File: src/rtl/scale_coord_gen.sv
// Output-raster walker for the scaler: produces clamped source coordinates and
// bilinear weights, one per accepted valid/ready beat, with config latched per frame.
//
// state | meaning
// IDLE  | waiting for an accepted frame_start; outputs forced to 0
// RUN   | walking the output raster, one coordinate per transfer
module scale_coord_gen #(
  parameter int unsigned SCALE_WIDTH = 15,
  parameter int unsigned FRAC_BITS   = 12,
  parameter int unsigned NUM_WIDTH   = 11,
  parameter int unsigned WEIGHT_BITS = 8,
  parameter int unsigned SRC_H_MAX   = 640,
  parameter int unsigned SRC_V_MAX   = 360
) (
  input  logic                   clk,
  input  logic                   rstn,
  input  logic                   frame_start,
  input  logic [SCALE_WIDTH-1:0] x_scale,
  input  logic [SCALE_WIDTH-1:0] y_scale,
  input  logic [NUM_WIDTH-1:0]   target_h_num,
  input  logic [NUM_WIDTH-1:0]   target_v_num,
  output logic                   out_valid,
  input  logic                   out_ready,
  output logic [NUM_WIDTH-1:0]   src_x,
  output logic [NUM_WIDTH-1:0]   src_y,
  output logic [WEIGHT_BITS-1:0] frac_x,
  output logic [WEIGHT_BITS-1:0] frac_y,
  output logic                   line_start,
  output logic                   line_end,
  output logic                   frame_end,
  output logic                   busy
);

  localparam int unsigned ACC_W = NUM_WIDTH + FRAC_BITS;

  localparam logic [0:0] S_IDLE = 1'b0;
  localparam logic [0:0] S_RUN  = 1'b1;

  localparam logic [NUM_WIDTH-1:0] X_LIM = NUM_WIDTH'(SRC_H_MAX - 1);
  localparam logic [NUM_WIDTH-1:0] Y_LIM = NUM_WIDTH'(SRC_V_MAX - 1);

  logic [0:0]             state_q, state_d;
  logic [ACC_W-1:0]       acc_x_q, acc_x_d;
  logic [ACC_W-1:0]       acc_y_q, acc_y_d;
  logic [NUM_WIDTH-1:0]   h_cnt_q, h_cnt_d;
  logic [NUM_WIDTH-1:0]   v_cnt_q, v_cnt_d;
  logic [SCALE_WIDTH-1:0] xs_q, xs_d;
  logic [SCALE_WIDTH-1:0] ys_q, ys_d;
  logic [NUM_WIDTH-1:0]   th_q, th_d;
  logic [NUM_WIDTH-1:0]   tv_q, tv_d;

  logic                   run;
  logic                   xfer;
  logic                   last_h;
  logic                   last_v;
  logic [NUM_WIDTH-1:0]   int_x;
  logic [NUM_WIDTH-1:0]   int_y;
  logic                   clamp_x;
  logic                   clamp_y;

  assign run     = (state_q == S_RUN);
  assign xfer    = run & out_ready;
  assign last_h  = (h_cnt_q == th_q - NUM_WIDTH'(1));
  assign last_v  = (v_cnt_q == tv_q - NUM_WIDTH'(1));
  assign int_x   = acc_x_q[ACC_W-1:FRAC_BITS];
  assign int_y   = acc_y_q[ACC_W-1:FRAC_BITS];
  assign clamp_x = (int_x > X_LIM);
  assign clamp_y = (int_y > Y_LIM);

  always_comb begin
    state_d = state_q;
    acc_x_d = acc_x_q;
    acc_y_d = acc_y_q;
    h_cnt_d = h_cnt_q;
    v_cnt_d = v_cnt_q;
    xs_d    = xs_q;
    ys_d    = ys_q;
    th_d    = th_q;
    tv_d    = tv_q;
    case (state_q)
      S_IDLE: begin
        if (frame_start && (target_h_num != '0) && (target_v_num != '0)) begin
          state_d = S_RUN;
          xs_d    = x_scale;
          ys_d    = y_scale;
          th_d    = target_h_num;
          tv_d    = target_v_num;
          acc_x_d = '0;
          acc_y_d = '0;
          h_cnt_d = '0;
          v_cnt_d = '0;
        end
      end
      default: begin
        // Registers only move on a transfer, which keeps stalled beats stable.
        if (xfer) begin
          if (last_h) begin
            h_cnt_d = '0;
            acc_x_d = '0;
            acc_y_d = acc_y_q + ACC_W'(ys_q);
            v_cnt_d = v_cnt_q + NUM_WIDTH'(1);
            if (last_v) state_d = S_IDLE;
          end else begin
            h_cnt_d = h_cnt_q + NUM_WIDTH'(1);
            acc_x_d = acc_x_q + ACC_W'(xs_q);
          end
        end
      end
    endcase
  end

  always_ff @(posedge clk or negedge rstn) begin
    if (!rstn) begin
      state_q <= S_IDLE;
      acc_x_q <= '0;
      acc_y_q <= '0;
      h_cnt_q <= '0;
      v_cnt_q <= '0;
      xs_q    <= '0;
      ys_q    <= '0;
      th_q    <= '0;
      tv_q    <= '0;
    end else begin
      state_q <= state_d;
      acc_x_q <= acc_x_d;
      acc_y_q <= acc_y_d;
      h_cnt_q <= h_cnt_d;
      v_cnt_q <= v_cnt_d;
      xs_q    <= xs_d;
      ys_q    <= ys_d;
      th_q    <= th_d;
      tv_q    <= tv_d;
    end
  end

  // Accumulators keep stale values in IDLE, so every output is gated by run.
  assign out_valid  = run;
  assign busy       = run;
  assign src_x      = !run ? '0 : (clamp_x ? X_LIM : int_x);
  assign src_y      = !run ? '0 : (clamp_y ? Y_LIM : int_y);
  assign frac_x     = (!run || clamp_x) ? '0 : acc_x_q[FRAC_BITS-1 -: WEIGHT_BITS];
  assign frac_y     = (!run || clamp_y) ? '0 : acc_y_q[FRAC_BITS-1 -: WEIGHT_BITS];
  assign line_start = run & (h_cnt_q == '0);
  assign line_end   = run & last_h;
  assign frame_end  = run & last_h & last_v;

endmodule

File: config.mk
export PLATFORM = sky130hd
export DESIGN_NAME = scale_coord_gen
export DESIGN_NICKNAME = d
export VERILOG_FILES = /design/src/rtl/scale_coord_gen.sv
export SDC_FILE = /design/constraint.sdc
export NUM_CORES = 1
export LEC_CHECK = 0
export ABC_AREA = 1
export BUFFER_PORTS_ARGS = -buffer_cell sky130_fd_sc_hd__buf_2
export CAP_MARGIN = 20
export CORE_MARGIN = 1
export CORE_UTILIZATION = 40
export CTS_CLUSTER_DIAMETER = 150
export DETAILED_ROUTE_END_ITERATION = 8
export GPL_TIMING_DRIVEN = 1
export PLACE_DENSITY = 0.54
export SETUP_SLACK_MARGIN = 0.2
export SYNTH_ARGS = -nofsm -noshare
export SYNTH_HDL_FRONTEND = slang
export SYNTH_SLANG_ARGS = --single-unit
File: constraint.sdc
create_clock -name clk -period 3.6 [get_ports clk]
set_input_delay 0 -clock clk [delete_from_list [all_inputs] [get_ports clk]]
set_output_delay 0 -clock clk [all_outputs]
set_load 0.05 [all_outputs]
# After elaboration in Yosys (flattened, before gate mapping)

Cells that the tools add are included.

Flip-flop bits (word level): 121
Input port bits: 56
Output and inout bits: 43
Logic and storage cells: 63

Add/subtract/negate cells: 6
Order comparisons: 2
Equality and inequality tests: 4
Muxes and demuxes: 25
Bitwise logic cells: 5
Reduce and logical (&&, ||, !) cells: 12

Operators with widths:

| cell                    | number |
|---|---|
| $mux W23                | 7 |
| $mux W11                | 11 |
| $add A23 B15 Y23        | 2 |
| $add A11 B1 Y11 const B | 2 |
| $eq A11 B11 Y1          | 2 |
| $reduce_bool A11 Y1     | 2 |
| $sub A11 B1 Y11 const B | 2 |
| $mux W8                 | 2 |
| $gt A11 B10 Y1 const B  | 1 |
| $gt A11 B9 Y1 const B   | 1 |
| $logic_not A11 Y1       | 1 |
| $mux W1                 | 5 |
| $and A1 B1 Y1           | 4 |
| $ne A2 B1 Y1 const B    | 2 |
| $reduce_and A2 Y1       | 2 |
| $reduce_and A3 Y1       | 1 |
| $logic_and A1 B1 Y1     | 2 |
| $logic_or A1 B1 Y1      | 2 |
| $reduce_bool A2 Y1      | 1 |
| $logic_not A1 Y1        | 1 |
| $not A1 Y1              | 1 |

# Depth between registers and ports, before layout

Gate-level depths: netlist (run 1).

Word-level depth: 6
Gate-level depth with buffers: 16
Gate-level depth less buffers: 16

# Worst setup path before layout (run 1)

No wires, ideal clock.

Path kind: reg2out
Start point: register state_q, in the netlist busy
End point: output line_start
Arrival: 2.752 ns
Required time: 3.600 ns
Setup slack: 0.848 ns
Stages on the path, launching flop included: 5
Buffers on the path: 2
Path through: dfrtp_1 > clkbuf_1 > clkbuf_1 > nand2_1 > nor4_1

Cells in the longest elaborated chain, start to end: 1

RTL lines:

| what                   | RTL line | RTL |
|---|---|---|
| start, declared        | 42       | `logic [0:0] state_q, state_d;` |
| start signal, assigned | 124      | `state_q <= state_d;` |
| $and A1 B1 Y1          | 143      | `assign line_start = run & (h_cnt_q == '0);` |
| end, declared          | 28       | `output logic line_start,` |

Every way passes these cells.

# Final worst setup path (run 1)

Start point: register th_q[0]
End point: output frame_end

Cells in the longest elaborated chain, start to end: 4

RTL lines:

| what                        | RTL line | RTL |
|---|---|---|
| start, declared             | 49       | `logic [NUM_WIDTH-1:0] th_q, th_d;` |
| start signal, assigned      | 131      | `th_q <= th_d;` |
| $sub A11 B1 Y11             | 63       | `assign last_h = (h_cnt_q == th_q - NUM_WIDTH'(1));` |
| $eq A11 B11 Y1              | 63       |  |
| $and A1 B1 Y1 (2 in series) | 145      | `assign frame_end = run & last_h & last_v;` |
| end, declared               | 30       | `output logic frame_end,` |

Every way passes these cells.

==> results of run 1 <==
==> placed cells by master, fill, tap and decap left out, types with 4 or more instances in the layout <==
cell and count:
a21oi_1 53, and2_1 6, buf_2 94, buf_4 6, clkbuf_16 17, clkbuf_8 6
dfrtp_1 121, dlygate4sd3_1 55, ha_1 35, inv_1 162, inv_2 5, mux2_2 34
nand2_1 367, nand3_1 127, nand4_1 32, nor2_1 141, nor3_1 18, nor4_1 4
o21ai_0 41, o22ai_1 7, xnor2_1 14, xor2_1 34
==> critical path, cell delays in order (launching register included) <==
cell and delay (ns):
dfrtp_1 0.40, inv_1 0.12, ha_1 0.29, inv_1 0.06
nand2_1 0.08, nand2_1 0.06, nand2_1 0.05, nand2_1 0.06
nor2_1 0.13, nand3_1 0.09, nor2_1 0.16, nand2_1 0.35
nor3_1 0.36, buf_2 0.32
==> where the power goes <==
part	switching (W)	internal, W
logic	0.000189	0.000139
registers	0.0000366	0.00139
clock network	0.000598	0.00104
==> worst max-delay path by stage <==
stage                                    from                       to
final                     th_q[0]$_DFFE_PN0P_                frame_end
after global routing      th_q[0]$_DFFE_PN0P_                frame_end
after global placement    th_q[0]$_DFFE_PN0P_  acc_y_q[13]$_DFFE_PN0P_
after detailed placement  th_q[0]$_DFFE_PN0P_  acc_y_q[22]$_DFFE_PN0P_
after floorplan                busy$_DFF_PN0_               line_start
after CTS                 th_q[0]$_DFFE_PN0P_                frame_end
==> sequential cells by signal, indices dropped and copies added, names as in the netlist <==
name	cells
xs_q	15
acc_y_q	23
busy	1
tv_q	11
acc_x_q	23
h_cnt_q	11
ys_q	15
th_q	11
v_cnt_q	11
==> logic make-up after synthesis <==
logic type / count (synthesis) / share of synthesized area
multiplexers: 34 / 0.0440
other: 1 / 0.000430
flip-flops: 121 / 0.348
buffers and inverters: 209 / 0.0972
XOR/XNOR: 48 / 0.0483
adder cells (fa/ha/maj): 37 / 0.0549
AND/OR/NAND/NOR: 706 / 0.343
AO/OA/AOI/OAI: 108 / 0.0646
==> routing by layer <==
layer | vias to the layer above | wire length, um | part of all wire | track usage
li1 | 4308 | - | - | -
met1 | 3764 | 11800 | 0.51 | 0.310
met2 | 164 | 10300 | 0.44 | 0.350
met3 | 19 | 859 | 0.037 | 0.0357
met4 | 0 | 238 | 0.010 | 0.0526
met5 | - | 0 | 0 | 0
==> through the flow <==
step                setup slack, ns  instances
floorplan                     0.848       1266
global route                  0.343       1684
finish                        0.671       1684
detailed placement            0.936       1602
global placement               1.01       1602
CTS                           0.612       1684
==> area by class of cell <==
cell class                 count  area share
inverter                     168      0.0600
timing repair buffer         157       0.105
tap                          275      0.0327
sequential                   121       0.288
clock inverter                 3     0.00381
multi-input combinational    936       0.462
clock buffer                  24      0.0487
==> flow_summary_export.csv, run 1 <==
group,metric,value,unit
outcome,outcome,"finished, final reports clean",
power,power,0.00339,W
logic_synthesis,synth_top_area_frac,0.348,
sta,maxSlewViolCount,0,
setup_path,cp-start-kind,"flop",
floorplan,rows,53,
grt,grt_pass1_vias,7797,
job,drv_cap,0,
logic_synthesis,synth_top_cell_by_area,"dfrtp_1",
setup_path,rr_endpoint,"acc_y_q[22]$_DFFE_PN0P_",
logic_synthesis,synth_edf_count,0,
logic_synthesis,synth_most_common_cell,"nand2_1",
clock_tree,cts_setup_buffers,0,
sta,hold_viol,0,
clock_tree,cts_resized,0,
clock_tree,cts_max_path_buffers,2,
cells_and_area,fillers,2181,
logic_synthesis,synthArstFlopShare,1.00,
detailed_routing,drtIter0Drc,555,
logic_synthesis,ys_seq_area_frac,0.348,
sta,finalCritPeriodShare,0.814,
grt,antenna_found_initial,0,
placed_design,gp_congestion,0.851,
cells_and_area,areaGrowthSynthToFinish,20.7,%
detailed_routing,final_antenna_net_count,0,
cells_and_area,fin_area,10500,um2
sta,setup_violations,0,
clock_tree,hold_buffers,55,
setup_path,regToRegSetupSlack,0.96,ns
detailed_routing,wirelength,23300,um
floorplan,initial_core_util,0.412,
floorplan,die_w,150,um
cells_and_area,diodes,0,
cells_and_area,regArea,3030,um2
sta,max_freq,0.341,GHz
power,p_per_area,323,nW/um2
placed_design,port_buffers,95,
sta,fin_hold_ws,0.195,ns
floorplan,coreArea,21200,um2
clock_tree,clock-sinks,121,
sta,final.setup.tns,0,ns
clock_tree,cts_tree,"done",
logic_synthesis,ys_ff_latch,121,
detailed_routing,vias,8255,
sta,rsz0062_at_grt,"false",
clock_tree,clkTransAtPathRegs,0.05,ns
setup_path,crit_path_end_kind,"output pin",
detailed_routing,drcViolationCount,0,
floorplan,die_h,150,um
cells_and_area,fin_util,0.497,
clock_tree,h-tree-depth,4,
logic_synthesis,ys_top_cells_by_area,"dfrtp_1 (35%), nand2_1 (16%), nand3_1 (7.3%)",
setup_path,ff2ff_path_depth,14,
cells_and_area,drive_above_1_share,0.124,
setup_path,criticalPathCategory,"reg -> out",
detailed_routing,drt_first_pass_iters,5,
grt,grt-ovfl-total,0,
clock_tree,clock_latency,0.42,ns
sta,tightest_slew,0.784,ns
placed_design,dpl.hpwl,16400,um
setup_path,cp_max_fo,11,
grt,track_usage,0.220,
sta,slew_headroom,0.477,
setup_path,arrival,2.93,ns
setup_path,r2r-start,"th_q[0]$_DFFE_PN0P_",
cells_and_area,fin_nets,1494,
detailed_routing,post_drt_wl_per_cell,13.8,um
logic_synthesis,synth_cell_types,37,
setup_path,cp.required,3.60,ns
logic_synthesis,netlist_instances,1264,
clock_tree,numCtsBuffers,17,
clock_tree,root_buffer,"clkbuf_16",
floorplan,fp.dieArea,22400,um2
cells_and_area,multi_input_area,4850,um2
power,p_leak,5.83,nW
logic_synthesis,synth.avg_cell_area,6.89,um2
detailed_routing,via_per_inst,4.90,
sta,skew,0.0103,ns
sta,final.min_clock_period,2.93,ns
logic_synthesis,synth.top_cells.by_count,"nand2_1 (367), inv_1 (162), nor2_1 (141), nand3_1 (127), dfrtp_1 (121)",
grt,grt_pass1_wl,38800,um
logic_synthesis,ys_warn_count,0,
logic_synthesis,syn_area,8710,um2
logic_synthesis,ys.flop_type,"dfrtp_1",
grt,grt_max_degree,126,
floorplan,pin_count,99,
power,irDropWorstVdd,0.233,mV
hold_path,hold_path_class,"in -> async",
placed_design,placedInstanceArea,9410,um2
Note: power is estimated with default switching activity, not from simulation.
==> run 2: changes to the inputs <==
- PLACE_DENSITY: 0.54 -> 0.56
- clock period: 3.6 -> 2.55 ns (I/O delays scaled with it)
==> flow_summary_export.csv, run 2 (synthesized netlist as in run 1, its figures left out) <==
group,metric,value,unit
outcome,outcome,"finished, final reports clean",
floorplan,coreArea,21200,um2
setup_path,cp_slowest_cell,"dfrtp_1",
power,clkPwrFrac,0.485,
grt,grt_max_degree,56,
job,drv_cap,0,
power,pwr-share-seq,0.412,
power,irDropWorstVdd,0.370,mV
cells_and_area,reg.largest.list,"acc_x_q x23, acc_y_q x23",
cells_and_area,fin_nets,1507,
cells_and_area,fin_area,10800,um2
detailed_routing,wl_met2,10600,um
clock_tree,clkTransAtPathRegs,0.06,ns
floorplan,fp.dieArea,22400,um2
placed_design,placedInstanceArea,9480,um2
cells_and_area,areaGrowthSynthToFinish,23.9,%
cells_and_area,fin_util,0.510,
sta,fin_hold_ws,0.0683,ns
power,swShare,0.259,
detailed_routing,drtIter0Drc,580,
sta,max_freq,0.430,GHz
sta,setup_violations,0,
sta,finalCritPeriodShare,0.912,
clock_tree,cts_tree,"done",
placed_design,port_buffers,95,
detailed_routing,routed-wl-met3,832,um
grt,antenna_found_initial,0,
sta,final.min_clock_period,2.32,ns
placed_design,dpl_worst_slack,0.258,ns
clock_tree,cts_max_path_buffers,2,
sta,maxSlewViolCount,0,
cells_and_area,mostFrequentLayoutCells,"nand2_1 (364), inv_1 (159), nor2_1 (135), nand3_1 (122), dfrtp_1 (117)",
setup_path,r2r-start,"th_q[0]$_DFFE_PN0P_",
placed_design,dpl.hpwl,16800,um
cells_and_area,diodes,0,
clock_tree,root_buffer,"clkbuf_16",
clock_tree,clock-sinks,121,
power,p_per_area,454,nW/um2
grt,grt_pass1_wl,39000,um
floorplan,initial_core_util,0.412,
power,power_frac_comb,0.103,
power,p_leak,5.92,nW
setup_path,crit_path_end_kind,"output pin",
setup_path,criticalPathCategory,"reg -> out",
sta,skew,0.0115,ns
detailed_routing,drt_first_pass_iters,5,
detailed_routing,drcViolationCount,0,
setup_path,cp_max_fo,6,
cells_and_area,final_common_cell,"nand2_1",
clock_tree,clock_latency,0.43,ns
hold_path,hold_path_class,"in -> async",
detailed_routing,final_antenna_net_count,0,
setup_path,max_stage_delay,0.39,ns
setup_path,rr_endpoint,"acc_x_q[7]$_DFFE_PN0P_",
floorplan,die_h,150,um
cells_and_area,drive_above_1_share,0.153,
power,p_int,0.00363,W
setup_path,arrival,2.32,ns
sta,rsz0062_at_grt,"true",
setup_path,regToRegSetupSlack,0.38,ns
detailed_routing,via_per_inst,4.99,
detailed_routing,top_layer,"met4",
grt,grt-ovfl-total,0,
floorplan,die_w,150,um
setup_path,cp.required,2.55,ns
setup_path,startpoint,"th_q[0]$_DFFE_PN0P_",
setup_path,crit_path_end,"line_end",
cells_and_area,fillers,2090,
clock_tree,numCtsBuffers,17,
sta,fin_ws,0.225,ns
clock_tree,h-tree-depth,4,
detailed_routing,wirelength,23900,um
setup_path,cp-start-kind,"flop",
setup_path,path_cells,"inv_2 > ha_4 > xor2_1 > o21ai_0 > nor2_1 > nand3_1 > nor2_2 > nand2_4 > buf_4 > nor2_2 > buf_6",
detailed_routing,wl_met1,12200,um
setup_path,ff2ff_path_depth,11,
floorplan,pin_count,99,
detailed_routing,vias,8482,
grt,track_usage,0.220,
setup_path,cpMostUsedCell,"nor2_2",
grt,grt_pass1_vias,7963,
power,switchingPower,0.00127,W
sta,final.setup.tns,0,ns
sta,hold_viol,0,
detailed_routing,post_drt_wl_per_cell,14.0,um
placed_design,gp_congestion,0.875,
floorplan,rows,53,
[run 2: critical path, delay by kind of cell, from the launching register on]
family | cells | cell delay [ns]
xor+xnor | 1 | 0.11
fa+ha+maj | 1 | 0.27
flops | 1 | 0.39
compound gates | 1 | 0.13
buf+inv | 3 | 0.42
simple gates | 5 | 0.58
[run 2: power groups by stage]
stage,Clock [W],Combinational (W),Sequential (W)
after CTS,0.00243,0.000480,0.00202
after floorplan,0,0.000262,0.00203
after global placement,0,0.000408,0.00205
final,0.00237,0.000504,0.00202
after detailed placement,0,0.000409,0.00205
after global routing,0.00250,0.000571,0.00203
[run 2: through the flow]
step                      std cells  total power, W
after floorplan                1266         0.00230
after global placement         1607         0.00246
after detailed placement       1607         0.00246
after CTS                      1693         0.00493
after global routing           1701         0.00510
final                          1701         0.00490
[run 2: timing repair]
action,in CTS,in global routing
pin swaps,1,7
hold endpoints to repair,155,0
hold buffers,55,0
setup endpoints to repair,18,37
setup buffers,0,8
gates resized for setup,12,29
[run 2: cell type report]
class,count,area (um2),area share
multi-input cells,936,4990,0.462
flip-flops and latches,121,3030,0.281
repair buffers,170,1240,0.115
inverters,168,631,0.0584
clock buffers,22,454,0.0421
well taps,275,344,0.0319
clock inverters,9,100,0.00927
[run 2: worst min-delay path by stage]
stage / end / cells past startpoint / from
6_report: th_q[2]$_DFFE_PN0P_ / 2 / rstn
5_1_grt: th_q[2]$_DFFE_PN0P_ / 2 / rstn
4_1_cts: th_q[2]$_DFFE_PN0P_ / 2 / rstn
3_5_place_dp: th_q[2]$_DFFE_PN0P_ / 1 / rstn
3_3_place_gp: th_q[2]$_DFFE_PN0P_ / 1 / rstn
2_1_floorplan: acc_x_q[0]$_DFFE_PN0P_ / 0 / rstn
[run 2: per-layer routing]
layer,global-route usage,vias up
met3,0.0372,21
met4,0.0577,0
li1,-,4340
met1,0.314,3965
met2,0.341,156
met5,0,-
==> run 3: changes to the inputs <==
- CELL_PAD_IN_SITES_DETAIL_PLACEMENT: default -> 1
- CELL_PAD_IN_SITES_GLOBAL_PLACEMENT: default -> 1
- CORE_UTILIZATION: 40 -> 39
- PLACE_DENSITY: 0.56 -> 0.81
==> flow_summary_export.csv, run 3 (synthesized netlist as in run 1, its figures left out) <==
group,metric,value,unit
detailed_routing,post_drt_wl_per_cell,16.2,um
cells_and_area,multi_input_area,5000,um2
clock_tree,cts_tree,"done",
clock_tree,root_buffer,"clkbuf_16",
placed_design,dpl.hpwl,18900,um
sta,maxSlewViolCount,0,
clock_tree,cts_max_path_buffers,2,
sta,fin_hold_ws,0.197,ns
grt,grt-ovfl-total,0,
sta,setup_violations,0,
cells_and_area,fillers,2800,
floorplan,pin_count,99,
detailed_routing,drt_first_pass_iters,4,
outcome,outcome,"finished, final reports clean",
sta,finalCritPeriodShare,0.909,
detailed_routing,wl_met1,12700,um
setup_path,crit_path_end_kind,"output pin",
cells_and_area,areaGrowthSynthToFinish,24.4,%
floorplan,initial_core_util,0.398,
setup_path,startpoint,"tv_q[0]$_DFFE_PN0P_",
detailed_routing,wirelength,27700,um
clock_tree,h-tree-depth,4,
grt,track_usage,0.249,
sta,slew_headroom,0.459,
cells_and_area,fin_nets,1508,
clock_tree,numCtsBuffers,17,
setup_path,r2r-start,"th_q[2]$_DFFE_PN0P_",
floorplan,coreArea,21900,um2
detailed_routing,vias,8915,
sta,final.setup.tns,0,ns
grt,grt_pass1_vias,9309,
detailed_routing,drcViolationCount,0,
cells_and_area,diodes,0,
power,p_per_area,458,nW/um2
detailed_routing,final_antenna_net_count,0,
hold_path,hold_path_class,"in -> async",
setup_path,regToRegSetupSlack,0.34,ns
setup_path,criticalPathCategory,"reg -> out",
cells_and_area,mostFrequentLayoutCells,"nand2_1 (362), inv_1 (156), nor2_1 (132), nand3_1 (123), dfrtp_1 (117)",
detailed_routing,routed-wl-met3,853,um
grt,antenna_found_initial,0,
setup_path,ff2ff_path_depth,13,
grt,grt_max_degree,126,
detailed_routing,drtIter0Drc,437,
power,irDropWorstVdd,0.302,mV
setup_path,arrival,2.32,ns
placed_design,gp_congestion,0.876,
detailed_routing,wl_met2,13800,um
placed_design,port_buffers,95,
sta,skew,0.00949,ns
setup_path,cp_max_fo,4,
sta,max_freq,0.432,GHz
sta,rsz0062_at_grt,"true",
floorplan,fp.dieArea,22900,um2
detailed_routing,via_per_inst,5.22,
sta,tightest_slew,0.810,ns
floorplan,die_h,151,um
floorplan,rows,54,
power,p_leak,5.92,nW
setup_path,rr_endpoint,"acc_y_q[13]$_DFFE_PN0P_",
cells_and_area,final_common_cell,"nand2_1",
clock_tree,clock_latency,0.43,ns
job,drv_cap,0,
cells_and_area,reg.largest.list,"acc_x_q x23, acc_y_q x23",
cells_and_area,fin_util,0.495,
sta,hold_viol,0,
clock_tree,clkTransAtPathRegs,0.06,ns
grt,grt_pass1_wl,44900,um
setup_path,cp-start-kind,"flop",
cells_and_area,regArea,3030,um2
setup_path,cp.required,2.55,ns
floorplan,die_w,151,um
detailed_routing,top_layer,"met4",
clock_tree,clock-sinks,121,
sta,final.min_clock_period,2.32,ns
cells_and_area,drive_above_1_share,0.162,
-- run 3: how the worst max path moves through the flow --
stage | end | slack, ns | depth (start not counted)
2_1_floorplan | frame_end | 0.34 | 13
3_3_place_gp | acc_y_q[20]$_DFFE_PN0P_ | 0.29 | 15
3_5_place_dp | acc_x_q[0]$_DFFE_PN0P_ | 0.13 | 13
4_1_cts | frame_end | 0.13 | 9
5_1_grt | frame_end | 0.09 | 9
6_report | frame_end | 0.23 | 9
-- run 3: area by class of cell --
class                           count  share of cell area
Clock buffer                       20              0.0421
Clock inverter                     12              0.0115
Inverter                          168              0.0582
Multi-Input combinational cell    936               0.461
Sequential cell                   121               0.280
Tap cell                          280              0.0323
Timing Repair Buffer              171               0.115
-- run 3: power breakdown --
group / switching [W] / internal (W) / total [W]
clock: 0.000944 / 0.00148 / 0.00243
combinational: 0.000308 / 0.000209 / 0.000517
sequential: 0.0000546 / 0.00196 / 0.00202
-- run 3: through the flow --
step	cells	area, um2	power (W)	setup WS [ns]
finish	1708	10800	0.00496	0.233
global placement	1612	9480	0.00246	0.293
global route	1708	10800	0.00515	0.0944
detailed placement	1612	9480	0.00248	0.132
CTS	1699	10700	0.00499	0.129
floorplan	1266	8730	0.00230	0.343
-- run 3: what timing repair did --
action,4_1_cts,5_1_grt
hold buffers,55,0
setup endpoints to repair,25,49
buffers inserted,0,9
gates resized for setup,14,37
hold endpoints to repair,111,0
pin swaps,2,15
-- run 3: layer usage --
metal	vias up	track usage
met5	-	0
met4	0	0.0730
met3	30	0.0437
met2	152	0.438
met1	4390	0.309
li1	4343	-
-- run 3: worst max-delay path, cell delays in order (launching register included) --
cell and delay (ns):
dfrtp_1 0.41, inv_2 0.10, ha_4 0.15, nand3_1 0.14, nor2_2 0.20, nand4_1 0.13, a21oi_1 0.23, nand3_2 0.14
nor3_4 0.21, buf_6 0.18
